===== src/rtl/msg_assembler.sv =====
// Multi-beat AXI-Stream packet assembler: compacts kept lanes into a message buffer and
// presents good packets on a valid/ready port. Optional stats ports behind MSG_ASM_STATS_EN.
module msg_assembler #(
  parameter int MAX_MSG_BYTES = 32,
  parameter int DATA_BYTES    = 8,
  parameter int LEN_WIDTH     = $clog2(MAX_MSG_BYTES + 1)
) (
  input  logic                       clk,
  input  logic                       rst,
  input  logic                       s_tvalid,
  output logic                       s_tready,
  input  logic                       s_tlast,
  input  logic                       s_tuser,
  input  logic [DATA_BYTES-1:0]      s_tkeep,
  input  logic [8*DATA_BYTES-1:0]    s_tdata,
  output logic                       msg_valid,
  input  logic                       msg_ready,
  output logic [8*MAX_MSG_BYTES-1:0] msg_data,
  output logic [LEN_WIDTH-1:0]       msg_len,
  output logic                       msg_error
`ifdef MSG_ASM_STATS_EN
  ,
  output logic [15:0]                msg_count,
  output logic [15:0]                drop_count
`endif
);

  localparam int SUM_W      = $clog2(MAX_MSG_BYTES + DATA_BYTES + 1);
  localparam int KEEP_CNT_W = $clog2(DATA_BYTES + 1);
  localparam int IDX_W      = (MAX_MSG_BYTES > 1) ? $clog2(MAX_MSG_BYTES) : 1;

  typedef enum logic [1:0] {ACCUM, DROP, HOLD} state_e;

  state_e                             state_q, state_d;
  logic [LEN_WIDTH-1:0]               count_q, count_d;
  logic [MAX_MSG_BYTES-1:0][7:0]      msg_buf_q, msg_buf_d;
  logic [MAX_MSG_BYTES-1:0][7:0]      msg_data_q, msg_data_d;
  logic [LEN_WIDTH-1:0]               msg_len_q, msg_len_d;
  logic                               msg_error_q, msg_error_d;

  logic                               beat_fire;
  logic [KEEP_CNT_W-1:0]              keep_cnt;
  logic [SUM_W-1:0]                   sum;
  logic [SUM_W-1:0]                   wr_pos;
  logic                               overflow;
  logic [MAX_MSG_BYTES-1:0][7:0]      merged;

  assign s_tready  = (state_q != HOLD);
  assign msg_valid = (state_q == HOLD);
  assign beat_fire = s_tvalid && s_tready;
  assign msg_data  = msg_data_q;
  assign msg_len   = msg_len_q;
  assign msg_error = msg_error_q;

  // Compaction: kept lanes land in ascending order starting at the current byte count.
  // NOTE: wr_pos is a running accumulator inside one evaluation, so it uses blocking '='
  // and is given a value before the loop so no latch is inferred.
  always_comb begin
    keep_cnt = '0;
    wr_pos   = SUM_W'(count_q);
    merged   = msg_buf_q;
    for (int i = 0; i < DATA_BYTES; i++) begin
      keep_cnt = keep_cnt + KEEP_CNT_W'(s_tkeep[i]);
      if (s_tkeep[i]) begin
        if (wr_pos < SUM_W'(MAX_MSG_BYTES)) merged[wr_pos[IDX_W-1:0]] = s_tdata[8*i +: 8];
        wr_pos = wr_pos + SUM_W'(1);
      end
    end
    sum      = SUM_W'(count_q) + SUM_W'(keep_cnt);
    overflow = (sum > SUM_W'(MAX_MSG_BYTES));
  end

  always_comb begin
    state_d     = state_q;
    count_d     = count_q;
    msg_buf_d   = msg_buf_q;
    msg_data_d  = msg_data_q;
    msg_len_d   = msg_len_q;
    msg_error_d = 1'b0;
    case (state_q)
      ACCUM: begin
        if (beat_fire) begin
          if (s_tuser || overflow) begin
            // Buffer is cleared on the first bad beat so unused bytes stay zero.
            msg_buf_d = '0;
            count_d   = '0;
            if (s_tlast) msg_error_d = 1'b1;
            else         state_d     = DROP;
          end else if (s_tlast) begin
            msg_buf_d = '0;
            count_d   = '0;
            if (sum != '0) begin
              msg_data_d = merged;
              msg_len_d  = LEN_WIDTH'(sum);
              state_d    = HOLD;
            end
          end else begin
            msg_buf_d = merged;
            count_d   = LEN_WIDTH'(sum);
          end
        end
      end
      DROP: begin
        if (beat_fire && s_tlast) begin
          msg_error_d = 1'b1;
          state_d     = ACCUM;
        end
      end
      HOLD: begin
        if (msg_ready) begin
          msg_buf_d = '0;
          count_d   = '0;
          state_d   = ACCUM;
        end
      end
      default: state_d = ACCUM;
    endcase
  end

  // NOTE: sequential state uses non-blocking '<=' so every flop samples pre-edge values.
  always_ff @(posedge clk or posedge rst) begin
    if (rst) begin
      state_q     <= ACCUM;
      count_q     <= '0;
      msg_buf_q   <= '0;
      msg_data_q  <= '0;
      msg_len_q   <= '0;
      msg_error_q <= 1'b0;
    end else begin
      state_q     <= state_d;
      count_q     <= count_d;
      msg_buf_q   <= msg_buf_d;
      msg_data_q  <= msg_data_d;
      msg_len_q   <= msg_len_d;
      msg_error_q <= msg_error_d;
    end
  end

`ifdef MSG_ASM_STATS_EN
  logic [15:0] msg_count_q, msg_count_d;
  logic [15:0] drop_count_q, drop_count_d;

  always_comb begin
    msg_count_d  = msg_count_q;
    drop_count_d = drop_count_q;
    if (msg_valid && msg_ready && (msg_count_q != 16'hFFFF)) msg_count_d = msg_count_q + 16'd1;
    if (msg_error_q && (drop_count_q != 16'hFFFF))           drop_count_d = drop_count_q + 16'd1;
  end

  always_ff @(posedge clk or posedge rst) begin
    if (rst) begin
      msg_count_q  <= '0;
      drop_count_q <= '0;
    end else begin
      msg_count_q  <= msg_count_d;
      drop_count_q <= drop_count_d;
    end
  end

  assign msg_count  = msg_count_q;
  assign drop_count = drop_count_q;
`endif

endmodule


===== config.mk =====
export PLATFORM = sky130hd
export DESIGN_NAME = msg_assembler
export DESIGN_NICKNAME = d
export VERILOG_FILES = /design/src/rtl/msg_assembler.sv
export SDC_FILE = /design/constraint.sdc
export NUM_CORES = 2
export LEC_CHECK = 0
export BUFFER_PORTS_ARGS = -buffer_cell sky130_fd_sc_hd__buf_2
export CELL_PAD_IN_SITES_DETAIL_PLACEMENT = 1
export CELL_PAD_IN_SITES_GLOBAL_PLACEMENT = 1
export CORE_ASPECT_RATIO = 2
export CORE_MARGIN = 2
export CORE_UTILIZATION = 48
export CTS_CLUSTER_SIZE = 24
export DETAILED_ROUTE_END_ITERATION = 12
export GPL_TIMING_DRIVEN = 0
export PLACE_DENSITY_LB_ADDON = 0.25
export SYNTH_ARGS = -nofsm -noshare
export SYNTH_HDL_FRONTEND = slang
export SYNTH_SLANG_ARGS = --single-unit

===== constraint.sdc =====
create_clock -name clk -period 41.1 [get_ports clk]
set_clock_uncertainty 0.1 [all_clocks]
set_input_delay 2.055 -clock clk [delete_from_list [all_inputs] [get_ports clk]]
set_output_delay 2.055 -clock clk [all_outputs]
set_load 0.1 [all_outputs]

==> results of run 1 <==
stage by stage:
| stage | cell area, µm² | setup WS [ps] | hold WS [ps] | cells |
|---|---|---|---|---|
| 2_1_floorplan | 47600 | 24220 | 343 | 5488 |
| 3_3_place_gp | 50900 | 18400 | 356 | 7142 |
| 3_5_place_dp | 51400 | 29120 | 364 | 7165 |
| 4_1_cts | 53300 | 29740 | 380 | 7255 |
cell families after synthesis:
group | after synthesis | share of synthesized area (%)
simple gates | 1595 | 16.5
compound gates | 1579 | 23.6
mux | 1109 | 24.7
buf+inv | 600 | 5.24
flops | 527 | 27.7
xor+xnor | 39 | 1.09
fa+ha+maj | 39 | 1.10
layer usage:
metal / GRT overflow / global-route usage, %
met1: 58 / 82.3
met2: 1363 / 102
met3: 108 / 70.6
met4: 688 / 89.9
met5: 7 / 36.1
==> impl_metrics.csv, run 1 <==
group,metric,value,unit
synthesis,syn_area,47600,µm²
cts,cts_buffers,49,
synthesis,ys.flop_type,"dfrtp_1",
placed_design,port_buffers,334,
grt,grt_pass1_wl,646000,µm
synthesis,syn_inst,5488,
grt,first_global_vias,71800,
synthesis,synth_async_sr_flop_share,100,%
synthesis,synth_edf_count,0,
run_status,stop_error,"[ERROR GRT-0116] Global routing finished with congestion. Check the congestion regions in the DRC Viewer.",
synthesis,synth_top_area_share,27.7,%
cts,ctsLongestPathBuffers,3,
run_status,status,"aborted with a tool error",
synthesis,avgSynthCellArea,8.68,µm²
floorplanning,start_util,48.3,%
cts,postCtsHoldBufs,0,
cts,cts.sink_count,527,
cts,ctsResizeCount,0,
floorplanning,die_y,449,µm
placed_design,gp_congestion,1.29,
synthesis,synth_largest_area_cell,"dfrtp_1",
synthesis,synth_common_cells,"nand2_1, mux2i_1, mux2_2, dfrtp_1, clkbuf_1",
synthesis,yosysSeqAreaShare,27.7,%
synthesis,synth-seq-cells,527,
grt,grt_max_degree,132,
grt,grt_usage,85.2,%
placed_design,dp_hpwl,274000,µm
synthesis,synth_area_leaders,"dfrtp_1, mux2_2, mux2i_1",
synthesis,synth_warnings,0,
cts,cts_root_buf,"clkbuf_16",
cts,cts_htree_levels,2,
floorplanning,dieWidth,227,µm
synthesis,synthMostInstantiatedCell,"nand2_1",
synthesis,syn-num-nets,5605,
cts,postCtsSetupBuffers,0,
run_status,haltStage,"global routing",
floorplanning,num_io_pins,343,
floorplanning,rows,163,
synthesis,synth_cell_types,104,
grt,grt_remaining_overflow,2224,
==> run 2: changes to the inputs <==
Settings changed: CELL_PAD_IN_SITES_DETAIL_PLACEMENT 1 to unset, CELL_PAD_IN_SITES_GLOBAL_PLACEMENT 1 to unset, CORE_ASPECT_RATIO 2 to unset, CORE_UTILIZATION 48 to 33, CTS_CLUSTER_SIZE 24 to unset, PLACE_DENSITY_LB_ADDON 0.25 to 0.15.
==> run 2 against run 1 <==
Compared with the run above: the flow now finishes, with violations (capacitance limit, slew limit); area after synthesis unchanged; synthesized cell count unchanged.
==> impl_metrics.csv, run 2 <==
group,metric,value,unit
cells_and_area,mostFrequentLayoutCells,"nand2_1, mux2i_1, mux2_2",
sta,worst_slew_pin_slew,1760,ps
synthesis,synthXorXnorAreaFrac,1.09,%
routing,drtIter0Drc,8403,
worst_setup_path,required,41550,ps
power,seqPwrFrac,18.3,%
floorplanning,rows,139,
grt,grt_max_degree,120,
worst_setup_path,r2r_end,"msg_data[185]",
worst_setup_path,cp-end-kind,"flop",
grt,grt_pass1_wl,472000,µm
worst_setup_path,regToRegSetupSlack,30060,ps
cts,cts_htree_levels,3,
worst_hold_path,holdPathEnd,"msg_data[201]",
placed_design,dpl.cell_count,7763,
synthesis,synth_cell_types,104,
synthesis,synth.area.mux_share,24.7,%
sta,max-slew-margin-rel,-17.2,%
worst_setup_path,cp_num_buf_inv,6,
grt,antenna_found_initial,52,
placed_design,port_buffers,334,
synthesis,yosys.area_share.adder,1.10,%
synthesis,synth_top_area_share,27.7,%
sta,setup_tns,0,ps
cells_and_area,areaGrowthSynthToFinish,15.5,%
worst_setup_path,critPathLaunchType,"primary input",
synthesis,syn_inst,5488,
synthesis,yosysSeqAreaShare,27.7,%
cts,ctsLongestPathBuffers,3,
cts,cts.sink_count,527,
cells_and_area,drive_above_1_share,23.4,%
cells_and_area,fillers,15000,
placed_design,gp_congestion,1.12,
cells_and_area,final_common_cell,"nand2_1",
worst_setup_path,cp.arrival,12450,ps
worst_setup_path,critPathTopFamily,"simple AND/OR/NAND/NOR gates",
sta,setup_violations,0,
power,netSwitchingPower,0.00222,W
cts,postCtsHoldBufs,0,
job,drv_cap,43,
floorplanning,num_io_pins,343,
worst_setup_path,slowest_delay,1070,ps
worst_setup_path,cpMaxStageDelayCell,"xnor2_1",
floorplanning,dieWidth,384,µm
sta,fmax,0.0834,GHz
worst_hold_path,hold_start,"msg_data[201]",
routing,wl_per_cell,45.6,µm
sta,holdWs,371,ps
routing,num_vias,55100,
cells_and_area,fin_cells,7933,
placed_design,dp_hpwl,273000,µm
cts,cts_buffers,66,
cts,cts_root_buf,"clkbuf_16",
cts,clkLatencyLatePin,720,ps
worst_setup_path,critPathMaxFanout,10,
routing,drt-pass1-iter-count,7,
synthesis,avgSynthCellArea,8.68,µm²
power,p_sw_share,59.8,%
worst_setup_path,critical_path_class,"primary input to flop",
routing,routed_wl,361000,µm
sta,slew_violations,448,
placed_design,pre_cts_slack,29110,ps
run_status,status,"complete, but fails checks",
synthesis,synth_async_sr_flop_share,100,%
routing,ant_nets,0,
synthesis,synth_compound_gate_area_share,23.6,%
worst_setup_path,r2r-start,"count_q[0]",
floorplanning,dieArea,147000,µm²
worst_setup_path,r2r_cells,31,
synthesis,synth-seq-cells,527,
sta,post-route-min-period,11990,ps
power,p_clk_share,16.8,%
synthesis,synth_top_family_by_area,"multiplexers",
synthesis,synth_largest_area_cell,"dfrtp_1",
worst_hold_path,hp-class,"flop to flop",
sta,hold_viol,0,
cells_and_area,nets,6047,
synthesis,syn-num-nets,5605,
cts,ctsResizeCount,0,
synthesis,synthMostInstantiatedCell,"nand2_1",
sta,rsz0062_at_grt,"no",
sta,min_period_over_period,29.2,%
worst_hold_path,hold_depth,2,
power,powerDensity,67.5,nW/µm²
cells_and_area,final_core_util,38.3,%
routing,detail_route.vias_per_cell,6.94,
synthesis,synth_area_leaders,"dfrtp_1, mux2_2, mux2i_1",
sta,fin_ws,29110,ps
grt,grt_usage,47.5,%
power,combPwrFrac,64.9,%
cts,cts.reportedPaths.clkPinSlew,60,ps
worst_setup_path,path_common_cell,"ha_1",
synthesis,ys.flop_type,"dfrtp_1",
floorplanning,die_y,384,µm
synthesis,synth_edf_count,0,
cts,postCtsSetupBuffers,0,
cts,cts_tree,"yes",
synthesis,synth_warnings,0,
routing,drc,0,
power,p_int,0.00150,W
grt,grt_remaining_overflow,0,
floorplanning,core,143000,µm²
run_status,violations,"capacitance limit, slew limit",
floorplanning,start_util,33.2,%
synthesis,synth_common_cells,"nand2_1, mux2i_1, mux2_2, dfrtp_1, clkbuf_1",
power,p_leak,22.5,nW
synthesis,syn_area,47600,µm²
synthesis,synth-simple-area-share,16.5,%
power,peakVddDrop,0.0628,mV
grt,first_global_vias,51400,
run 2: cell counts after synthesis:
No cell type changed its count.
run 2: kinds of logic after synthesis:
| kind of cell | count (synthesis) |
|---|---|
| flip-flops | 527 |
| AO/OA/AOI/OAI | 1579 |
| XOR/XNOR | 39 |
| multiplexers | 1109 |
| adder cells (fa/ha/maj) | 39 |
| buffers and inverters | 600 |
| AND/OR/NAND/NOR | 1595 |
run 2: worst max-delay path by stage:
stage | start | endpoint | slack, ps | depth (start not counted)
final | s_tkeep[0] | msg_data[185] | 29110 | 31
after floorplan | rst | count_q[0] | 24220 | 1
after global routing | s_tkeep[0] | msg_buf_q[174] | 29370 | 31
after global placement | rst | msg_buf_q[80] | 16790 | 2
after CTS | s_tkeep[0] | msg_buf_q[171] | 29810 | 31
after detailed placement | s_tkeep[0] | msg_buf_q[171] | 29110 | 31
run 2: worst reg2reg max path, delay by kind of cell (launching register included):
family,cells,cell delay (ps)
adder cells (fa/ha/maj),6,1860
AO/OA/AOI/OAI,9,1980
XOR/XNOR,3,2280
AND/OR/NAND/NOR,9,3180
flip-flops,1,420
buffers and inverters,4,1060
run 2: layer usage:
metal	part of all wire [%]	track usage [%]
met1	39	59.4
met2	40	65.7
met3	12	17.3
met4	8.8	36.5
met5	0.045	0
run 2: final cells by class:
cell class,count,area (µm²),area share (%)
plain buffers,560,2440,4.44
diodes,51,128,0.232
clock inverters,24,353,0.641
well taps,1903,2380,4.33
flip-flops and latches,527,13200,24.0
repair buffers,374,2270,4.12
multi-input cells,4361,32200,58.5
clock buffers,93,1900,3.46
inverters,40,158,0.287
run 2: power groups by stage:
stage / Sequential, W / Combinational (W) / Clock [W]
global placement: 0.000683 / 0.00227 / 0
global route: 0.000688 / 0.00244 / 0.000651
CTS: 0.000676 / 0.00230 / 0.000628
floorplan: 0.00111 / 0.00102 / 0
detailed placement: 0.000683 / 0.00229 / 0
finish: 0.000678 / 0.00241 / 0.000625
run 2: metrics by stage:
stage                     cell area, µm²  total power, W
after CTS                          54800         0.00360
after detailed placement           52500         0.00298
final                              55000         0.00372
after global placement             51700         0.00296
after global routing               54900         0.00378
after floorplan                    47600         0.00214
(Power assumes the default switching activity.)
